<file path="src/rtl/led_game_pattern_gen_if.sv">
// Controller-to-pattern-engine bundle: game controls in, LED frame and game events out.
interface led_game_pattern_gen_if #(
  parameter int NUM_LEDS = 5,
  parameter int POS_W    = $clog2(NUM_LEDS)
);
  logic [1:0]            mode;
  logic [2:0]            lvl;
  logic                  press;
  logic [24*NUM_LEDS-1:0] grb_seq;
  logic                  step;
  logic [POS_W-1:0]      cursor_pos;
  logic                  hit;
  logic                  miss;
  logic                  flash_done;

  modport master (
    output mode, lvl, press,
    input  grb_seq, step, cursor_pos, hit, miss, flash_done
  );

  modport slave (
    input  mode, lvl, press,
    output grb_seq, step, cursor_pos, hit, miss, flash_done
  );
endinterface

</file>
<file path="src/rtl/led_game_pattern_gen.sv">
// Reaction-game LED pattern engine: level-paced step counter, idle/run/flash FSM,
// GRB frame builder and press judging against the centre pixel.
module led_game_pattern_gen #(
  parameter int NUM_LEDS    = 5,
  parameter int CNT_W       = 27,
  parameter int MAX_LVL     = 4,
  parameter int FLASH_COUNT = 3,
  parameter int POS_W       = $clog2(NUM_LEDS)
) (
  input  logic                  clk,
  input  logic                  reset,
  led_game_pattern_gen_if.slave bus
);
  localparam int          CENTER = NUM_LEDS / 2;
  localparam int          FC_W   = $clog2(FLASH_COUNT + 1);
  localparam logic [23:0] RED    = 24'h00FF00;
  localparam logic [23:0] OFF    = 24'h000000;

  typedef enum logic [2:0] {
    IDLE_ON  = 3'd0,
    IDLE_OFF = 3'd1,
    RUN      = 3'd2,
    FL_ON    = 3'd3,
    FL_OFF   = 3'd4,
    FL_DONE  = 3'd5
  } state_t;

  function automatic logic [23:0] level_colour(input logic [2:0] l);
    logic [23:0] c;
    case (l)
      3'd0:    c = 24'h66FF00;
      3'd1:    c = 24'hFF0000;
      3'd2:    c = 24'hFF00FF;
      3'd3:    c = 24'h0000FF;
      default: c = 24'h0066FF;
    endcase
    return c;
  endfunction

  // Terminal count for a level: 2^(CNT_W-1-l) - 1.
  function automatic logic [CNT_W-1:0] terminal(input logic [2:0] l);
    return (CNT_W'(1) << (CNT_W - 1 - int'(l))) - CNT_W'(1);
  endfunction

  state_t                 state_r, state_s;
  logic [CNT_W-1:0]       cnt_r, cnt_s;
  logic [1:0]             mode_q_r;
  logic [POS_W-1:0]       pos_r, pos_s;
  logic                   dir_up_r, dir_up_s;
  logic [FC_W-1:0]        fcnt_r, fcnt_s, fcnt_inc_s;
  logic                   hit_r, miss_r, flash_done_r;
  logic [2:0]             lvl_c_s;
  logic                   step_s, mode_chg_s;
  logic [24*NUM_LEDS-1:0] frame_s;

  assign lvl_c_s    = (bus.lvl > 3'(MAX_LVL)) ? 3'(MAX_LVL) : bus.lvl;
  assign step_s     = (cnt_r == terminal(lvl_c_s));
  assign mode_chg_s = (bus.mode != mode_q_r);
  assign fcnt_inc_s = fcnt_r + FC_W'(1);

  // Next-state logic for FSM, step counter, cursor and flash counter.
  always_comb begin
    state_s  = state_r;
    cnt_s    = cnt_r;
    pos_s    = pos_r;
    dir_up_s = dir_up_r;
    fcnt_s   = fcnt_r;
    if (mode_chg_s) begin
      cnt_s    = {CNT_W{1'b0}};
      pos_s    = {POS_W{1'b0}};
      dir_up_s = 1'b1;
      fcnt_s   = {FC_W{1'b0}};
      case (bus.mode)
        2'd0:    state_s = IDLE_ON;
        2'd1:    state_s = RUN;
        default: state_s = FL_ON;
      endcase
    end else if (step_s) begin
      cnt_s = {CNT_W{1'b0}};
      case (state_r)
        IDLE_ON:  state_s = IDLE_OFF;
        IDLE_OFF: state_s = IDLE_ON;
        RUN: begin
          if (dir_up_r) begin
            if (pos_r == POS_W'(NUM_LEDS - 1)) begin
              pos_s    = POS_W'(NUM_LEDS - 2);
              dir_up_s = 1'b0;
            end else begin
              pos_s = pos_r + POS_W'(1);
            end
          end else begin
            if (pos_r == {POS_W{1'b0}}) begin
              pos_s    = POS_W'(1);
              dir_up_s = 1'b1;
            end else begin
              pos_s = pos_r - POS_W'(1);
            end
          end
        end
        FL_ON:  state_s = FL_OFF;
        FL_OFF: begin
          fcnt_s = fcnt_inc_s;
          if (fcnt_inc_s < FC_W'(FLASH_COUNT)) begin
            state_s = FL_ON;
          end else begin
            state_s = FL_DONE;
          end
        end
        FL_DONE: state_s = FL_DONE;
        default: state_s = IDLE_ON;
      endcase
    end else begin
      cnt_s = cnt_r + CNT_W'(1);
    end
  end

  // FSM state, counter and cursor registers.
  always_ff @(posedge clk) begin
    if (reset) begin
      state_r  <= IDLE_ON;
      cnt_r    <= {CNT_W{1'b0}};
      mode_q_r <= 2'd0;
      pos_r    <= {POS_W{1'b0}};
      dir_up_r <= 1'b1;
      fcnt_r   <= {FC_W{1'b0}};
    end else begin
      state_r  <= state_s;
      cnt_r    <= cnt_s;
      mode_q_r <= bus.mode;
      pos_r    <= pos_s;
      dir_up_r <= dir_up_s;
      fcnt_r   <= fcnt_s;
    end
  end

  // Event pulses: press judged on the pre-step cursor, flash completion on FL_DONE entry.
  always_ff @(posedge clk) begin
    if (reset) begin
      hit_r        <= 1'b0;
      miss_r       <= 1'b0;
      flash_done_r <= 1'b0;
    end else begin
      hit_r        <= bus.press && (state_r == RUN) && (pos_r == POS_W'(CENTER));
      miss_r       <= bus.press && (state_r == RUN) && (pos_r != POS_W'(CENTER));
      flash_done_r <= (state_s == FL_DONE) && (state_r != FL_DONE);
    end
  end

  // Frame builder; LED0 lands in the most significant 24 bits.
  always_comb begin : frame_build
    logic [23:0] px;
    logic [23:0] lc;
    frame_s = {(24*NUM_LEDS){1'b0}};
    lc      = level_colour(lvl_c_s);
    px      = OFF;
    for (int i = 0; i < NUM_LEDS; i++) begin
      case (state_r)
        IDLE_ON: px = (i == CENTER) ? RED : OFF;
        RUN: begin
          if (pos_r == POS_W'(i)) begin
            px = RED;
          end else if (i == CENTER) begin
            px = OFF;
          end else begin
            px = lc;
          end
        end
        FL_ON:   px = (mode_q_r == 2'd3) ? RED : lc;
        default: px = OFF;
      endcase
      frame_s[24*(NUM_LEDS-1-i) +: 24] = px;
    end
  end

  assign bus.grb_seq    = frame_s;
  assign bus.step       = step_s;
  assign bus.cursor_pos = pos_r;
  assign bus.hit        = hit_r;
  assign bus.miss       = miss_r;
  assign bus.flash_done = flash_done_r;
endmodule

</file>
<file path="src/flat_wrapper.sv">
// flat-port wrapper written by rule: the top's interface ports become plain ports
module led_game_pattern_gen_flat 
#(
  parameter int NUM_LEDS    = 5,
  parameter int CNT_W       = 27,
  parameter int MAX_LVL     = 4,
  parameter int FLASH_COUNT = 3,
  parameter int POS_W       = $clog2(NUM_LEDS)
)
  (clk, reset, bus_mode, bus_lvl, bus_press, bus_grb_seq, bus_step, bus_cursor_pos, bus_hit, bus_miss, bus_flash_done);
  led_game_pattern_gen_if #(.NUM_LEDS(NUM_LEDS), .POS_W(POS_W)) bus_i ();
  input  logic clk;
  input  logic reset;
  input wire logic [$bits(bus_i.mode)-1:0] bus_mode;
  input wire logic [$bits(bus_i.lvl)-1:0] bus_lvl;
  input wire logic [$bits(bus_i.press)-1:0] bus_press;
  output wire logic [$bits(bus_i.grb_seq)-1:0] bus_grb_seq;
  output wire logic [$bits(bus_i.step)-1:0] bus_step;
  output wire logic [$bits(bus_i.cursor_pos)-1:0] bus_cursor_pos;
  output wire logic [$bits(bus_i.hit)-1:0] bus_hit;
  output wire logic [$bits(bus_i.miss)-1:0] bus_miss;
  output wire logic [$bits(bus_i.flash_done)-1:0] bus_flash_done;
  assign bus_i.mode = bus_mode;
  assign bus_i.lvl = bus_lvl;
  assign bus_i.press = bus_press;
  assign bus_grb_seq = bus_i.grb_seq;
  assign bus_step = bus_i.step;
  assign bus_cursor_pos = bus_i.cursor_pos;
  assign bus_hit = bus_i.hit;
  assign bus_miss = bus_i.miss;
  assign bus_flash_done = bus_i.flash_done;
  led_game_pattern_gen #(.NUM_LEDS(NUM_LEDS), .CNT_W(CNT_W), .MAX_LVL(MAX_LVL), .FLASH_COUNT(FLASH_COUNT), .POS_W(POS_W)) u_core (.clk(clk), .reset(reset), .bus(bus_i));
endmodule
</file>
<file path="config.mk">
export PLATFORM = sky130hd
export DESIGN_NAME = led_game_pattern_gen_flat
export DESIGN_NICKNAME = d
export VERILOG_FILES = /design/src/rtl/led_game_pattern_gen_if.sv /design/src/rtl/led_game_pattern_gen.sv /design/src/flat_wrapper.sv
export SDC_FILE = /design/constraint.sdc
export NUM_CORES = 1
export LEC_CHECK = 0
export ABC_AREA = 0
export BUFFER_PORTS_ARGS = -buffer_cell sky130_fd_sc_hd__buf_4
export CAP_MARGIN = 15
export CELL_PAD_IN_SITES_DETAIL_PLACEMENT = 1
export CELL_PAD_IN_SITES_GLOBAL_PLACEMENT = 1
export CORE_MARGIN = 5
export CORE_UTILIZATION = 28
export CTS_CLUSTER_DIAMETER = 40
export DETAILED_ROUTE_END_ITERATION = 12
export HOLD_SLACK_MARGIN = 0.15
export PLACE_DENSITY_LB_ADDON = 0.1
export SLEW_MARGIN = 10
export SYNTH_ARGS = -nofsm -noshare
export SYNTH_HDL_FRONTEND = slang
export SYNTH_SLANG_ARGS = --single-unit
</file>
<file path="constraint.sdc">
create_clock -name clk -period 1.9 [get_ports clk]
set_clock_uncertainty 0.15 [all_clocks]
set_input_delay 0.095 -clock clk [delete_from_list [all_inputs] [get_ports clk]]
set_output_delay 0.095 -clock clk [all_outputs]
set_load 0.02 [all_outputs]
</file>
==> impl_metrics.json, run 1 <==
{
  "layout.nets": 525,
  "ys_ff_latch": 41,
  "rsz0062_at_grt": "true",
  "p_per_area_nw_per_um2": 510,
  "crit_start": "u_core.bus.cursor_pos[1]",
  "synth-seq-area-share_pct": 27.0,
  "overflow": 0,
  "start_util_pct": 28.3,
  "reg2reg_from": "u_core.cnt_r[25]",
  "grt_pass1_vias": 2919,
  "cp.required_ns": 1.65,
  "cap_violations": 0,
  "drive_gt1_share_pct": 63.8,
  "avgViaCountPerCell": 4.52,
  "tritoncts": "yes",
  "drv_slew": 0,
  "place_hpwl_um": 7380,
  "postSynthCellCount": 388,
  "antenna_found_initial": 0,
  "arrival_ns": 1.70,
  "synth_cell_types": 48,
  "holdCritPathClass": "flip-flop to flip-flop",
  "synth_edf_count": 0,
  "violations": "setup timing",
  "regToRegEndpoint": "u_core.bus.cursor_pos[2]",
  "tightest_slew_ns": 0.524,
  "ir_drop_v": 0.000356,
  "fin_ws_ns": -0.0497,
  "core_area_um2": 10700,
  "n_antenna_cell": 0,
  "drc_errors": 0,
  "dieArea_um2": 13100,
  "ff2ff_path_depth": 6,
  "hold_depth": 2,
  "rows": 38,
  "grt_start_max_net_pins": 24,
  "max_freq_mhz": 513,
  "start_kind": "flip-flop",
  "max-clock-path-buffers": 2,
  "die_y_um": 114,
  "port_buffers": 134,
  "worstSkewPairLatency_ns": 0.30,
  "setup_viol": 27,
  "gp_congestion": 0.810,
  "status": "finished with violations",
  "postRouteAntennaNets": 0,
  "drt-initial-drc-count": 66,
  "critPathKind": "flip-flop to output pin",
  "wl_per_cell_um": 14.9,
  "period_share_pct": 103,
  "areaGrowthSynthToFinish_pct": 64.2,
  "synth_nets": 406,
  "drt-total-wl_um": 9660,
  "whs_ns": 0.339,
  "dp_cells": 607,
  "synth_warnings": 0,
  "cts_max_level": 2,
  "synth_area_per_cell_um2": 7.84,
  "clock-root-buffer": "clkbuf_8",
  "die_x_um": 114,
  "maxSlewHeadroom_pct": 65.0,
  "num_vias": 2931,
  "cts_buffers": 5,
  "period_needed_ns": 1.95,
  "layoutNonFillerInstCount": 648,
  "ys_async_sr_fraction_pct": 0,
  "grt_usage_pct": 13.7,
  "synth_ff_type": "dfxtp_1",
  "syn_area_um2": 3040,
  "cts_num_sinks": 41,
  "hold_violations": 0,
  "clkTransAtPathRegs_ns": 0.09,
  "end_kind": "output pin",
  "first_pass_iters": 4,
  "r2r_setup_slack_ns": -0.04,
  "crit_fanout": 8,
  "io_pins": 135,
  "crit_path_end": "bus_grb_seq[102]",
  "p_leak_uw": 0.00214,
  "grt_pass1_wl_um": 14600
}
cell usage in the layout, fill, tap and decap left out, drive strengths merged, types with 3 or more instances in the layout:
master,instances
nor3,7
clkbuf,8
ha,10
xnor2,14
o21ai,16
inv,11
o21a,4
dfxtp,41
nand3,11
nor2b,3
and3,7
nand4,11
or2,5
dlygate4sd3,5
a21oi,9
xor2,14
nor2,61
nor4,4
and2,4
nand2,26
buf,209
a31oi,3
worst max-delay path, cell delays in order (launching register included):
cell     delay, ns
dfxtp_4       0.39
inv_4         0.05
ha_4          0.17
ha_4          0.17
o21a_4        0.23
nor2_4        0.11
buf_12        0.15
buf_8         0.12
where the power goes:
group | internal [uW] | switching [uW]
clock network | 297 | 297
logic | 494 | 587
registers | 862 | 10.3
total | 1650 | 894
cells by family (layout without fill, tap and decap cells):
logic type	after synthesis	in the layout	share of synthesized area [%]
AND/OR/NAND/NOR	150	150	24.7
buffers and inverters	113	233	25.9
AO/OA/AOI/OAI	44	44	9.62
flip-flops	41	41	27.0
XOR/XNOR	28	28	8.06
adder cells (fa/ha/maj)	10	10	4.11
multiplexers	2	2	0.699
state kept, by name (all words and copies together) (netlist names), named ones only:
signal                 flops
u_core.bus.flash_done      1
u_core.bus.miss            1
u_core.cnt_r              27
u_core.bus.cursor_pos      3
u_core.state_r             3
u_core.bus.hit             1
u_core.mode_q_r            2
u_core.fcnt_r              2
metal layers:
layer	vias up	global-route usage [%]	part of all wire, %
li1	1434	-	-
met1	1386	14.2	37
met2	98	26.8	53
met3	13	3.54	8.4
met4	0	3.72	1.4
met5	-	0	0
worst min path at each step:
stage                           from            endpoint  slack [ns]
finish              u_core.fcnt_r[0]    u_core.fcnt_r[0]        0.34
global placement               reset  u_core.mode_q_r[1]        0.16
detailed placement             reset  u_core.mode_q_r[1]        0.16
global route        u_core.fcnt_r[0]    u_core.fcnt_r[0]        0.35
floorplan                      reset  u_core.mode_q_r[1]        0.01
CTS                       bus_lvl[2]    u_core.fcnt_r[0]        0.32
through the flow:
stage | setup slack, ns | total power, uW | instance area (um^2) | util [%] | TNS [ns]
after global placement | -0.0619 | 1750 | 3900 | 36.3 | -0.288
after detailed placement | -0.0923 | 1760 | 3900 | 36.3 | -1.50
final | -0.0497 | 2550 | 5000 | 46.5 | -1.14
after global routing | -0.120 | 2680 | 5000 | 46.5 | -5.63
after CTS | -0.0516 | 2520 | 4590 | 42.7 | -1.42
after floorplan | -0.0706 | 1560 | 3120 | - | -0.272
layout make-up:
cell class                 instances  area (um^2)
clock buffer                       8         90.1
sequential                        41          860
tap                              140          175
timing repair buffer             214         1960
fill                            1267         5750
multi-input combinational        234         1870
inverter                          11         46.3
timing repair:
action | CTS | global route
gates resized for setup | 108 | 102
cloned | 1 | 0
pin swaps | 22 | 19
hold buffers | 5 | 0
setup endpoints to repair | 152 | 142
setup buffers | 19 | 8
endpoints found under the hold margin | 18 | 0
cells in the mapped netlist (all sizes together) (7+ instances only):
cell	instances	area, um^2
nor2	61	231
nand3	11	60.1
buf	100	738
nand4	11	90.1
ha	10	125
xnor2	14	123
dfxtp	41	821
and3	7	43.8
xor2	14	123
nor3	7	35.0
nand2	26	97.6
a21oi	9	45.0
o21ai	16	83.8
inv	11	41.3
Note: power is estimated with default switching activity, not from simulation.
==> run 2, diff against run 1 <==
Settings changed: PLACE_DENSITY set to 0.71, PLACE_DENSITY_LB_ADDON 0.1 to not set.
==> run 2 against run 1 <==
Against the previous run: the run still ends with setup timing left; combinational power about the same; utilization shrank 0.82 points; final cell count is 1.5% lower; critical path depth stayed put; sequential share of layout area hardly changed; critical path type unchanged; largest cell class unchanged; highest routed layer unchanged.
==> impl_metrics.json, run 2 (synthesis gave the netlist of run 1 again) <==
{
  "maxSlewHeadroom_pct": 56.7,
  "gp_congestion": 0.815,
  "max_freq_mhz": 503,
  "core_area_um2": 10700,
  "p_per_area_nw_per_um2": 518,
  "areaGrowthSynthToFinish_pct": 61.3,
  "grt_usage_pct": 14.4,
  "drc_errors": 0,
  "ff2ff_path_depth": 7,
  "critPathKind": "flip-flop to output pin",
  "rsz0062_at_grt": "true",
  "layoutNonFillerInstCount": 638,
  "cap_violations": 0,
  "period_share_pct": 105,
  "n_antenna_cell": 0,
  "max_stage_delay_ns": 0.37,
  "place_hpwl_um": 7340,
  "num_vias": 2951,
  "ir_drop_v": 0.000210,
  "drive_gt1_share_pct": 58.6,
  "holdCritPathClass": "primary input to flip-flop",
  "status": "finished with violations",
  "final_cell_mix": "buf_4, buf_6, nor2_1, dfxtp_1",
  "die_y_um": 114,
  "regToRegEndpoint": "u_core.cnt_r[12]",
  "tritoncts": "yes",
  "largest_register_ffs": 27,
  "io_pins": 135,
  "postRouteAntennaNets": 0,
  "wl_per_cell_um": 16.2,
  "period_needed_ns": 1.99,
  "arrival_ns": 1.74,
  "whs_ns": 0.275,
  "cp.required_ns": 1.65,
  "cts_max_level": 2,
  "clock-root-buffer": "clkbuf_8",
  "p_leak_uw": 0.00209,
  "crit_start": "u_core.bus.cursor_pos[1]",
  "nFillCells": 1221,
  "avgViaCountPerCell": 4.63,
  "grt_pass1_wl_um": 15500,
  "die_x_um": 114,
  "placed_cell_area_um2": 3850,
  "overflow": 0,
  "antenna_found_initial": 0,
  "tightest_slew_ns": 0.648,
  "reg2reg_from": "u_core.cnt_r[25]",
  "crit_path_frequent_cell": "ha_4",
  "clkTransAtPathRegs_ns": 0.08,
  "pre_cts_ws_ns": -0.0725,
  "r2r_setup_slack_ns": -0.07,
  "drt-total-wl_um": 10300,
  "fin_ws_ns": -0.0884,
  "grt_pass1_vias": 3045,
  "crit_path_end": "bus_grb_seq[31]",
  "dp_cells": 601,
  "worstPathCellList": "buf_4, ha_4, ha_4, o21a_4, nor2_4, buf_12, buf_6",
  "worstSkewPairLatency_ns": 0.30,
  "setup_viol": 60,
  "max-clock-path-buffers": 2,
  "final_area_um2": 4910,
  "cts_num_sinks": 41,
  "port_buffers": 134,
  "grt_start_max_net_pins": 24,
  "cts_buffers": 5,
  "dieArea_um2": 13100,
  "hold_violations": 0,
  "start_util_pct": 28.3,
  "first_pass_iters": 5,
  "top_register": "u_core.cnt_r",
  "start_kind": "flip-flop",
  "rows": 38,
  "violations": "setup timing",
  "end_kind": "output pin",
  "layout.nets": 515,
  "drt-initial-drc-count": 85,
  "drv_slew": 0,
  "final_common_cell": "buf_4",
  "crit_slowest_cell": "dfxtp_4",
  "crit_fanout": 8
}
[run 2: cell types whose count changed in the layout (fill, tap and decap cells not counted), sizes merged]
cell,change
clkinvlp,+1
inv,-1
buf,-11
clkbuf,+1
[run 2: repair_timing]
item | 4_1_cts | 5_1_grt
hold endpoints to repair | 14 | 0
hold buffers | 5 | 0
gates cloned | 0 | 1
gates resized for setup | 115 | 77
endpoints found under the setup margin | 139 | 140
pin swaps | 26 | 27
setup buffers | 18 | 7
[run 2: routing by layer]
layer / routed length, um / share of wire (%) / GRT usage, %
met5: 0 / 0 / 0
met4: 78 / 0.76 / 2.14
met3: 721 / 7.0 / 3.65
met2: 5770 / 56 / 29.2
met1: 3750 / 36 / 15.0
[run 2: layout make-up]
type | count | area, um^2 | share of cell area [%]
Multi-Input combinational cell | 234 | 1850 | 37.6
Clock buffer | 8 | 80.1 | 1.63
Timing Repair Buffer | 204 | 1910 | 39.0
Tap cell | 140 | 175 | 3.57
Inverter | 11 | 50.0 | 1.02
Sequential cell | 41 | 845 | 17.2
[run 2: power breakdown]
part           total, uW  internal, uW  switching, uW
combinational       1100           503            599
clock                569           262            307
sequential           871           862           8.40
total               2540          1630            915
[run 2: how the worst min path moves through the flow]
stage | startpoint | endpoint | cells past startpoint | slack, ns
after floorplan | reset | u_core.mode_q_r[1] | 1 | 0.01
after global placement | reset | u_core.mode_q_r[1] | 2 | 0.16
after detailed placement | reset | u_core.mode_q_r[1] | 2 | 0.17
after CTS | bus_lvl[2] | u_core.state_r[0] | 6 | 0.26
after global routing | bus_lvl[2] | u_core.state_r[0] | 6 | 0.32
final | bus_lvl[2] | u_core.state_r[0] | 6 | 0.28
[run 2: worst max-delay path: cells and delay by family (launching register included)]
| kind | cells | cell delay, ns |
|---|---|---|
| compound gates | 1 | 0.22 |
| fa+ha+maj | 2 | 0.33 |
| buf+inv | 3 | 0.41 |
| flops | 1 | 0.37 |
| simple gates | 1 | 0.10 |
[run 2: through the flow]
stage / setup TNS, ns / util [%] / power (uW)
after floorplan: -0.272 / - / 1560
after global placement: -0.0124 / 35.9 / 1730
after detailed placement: -1.75 / 35.9 / 1740
after CTS: -1.50 / 42.3 / 2460
after global routing: -9.55 / 45.7 / 2660
final: -3.12 / 45.7 / 2540
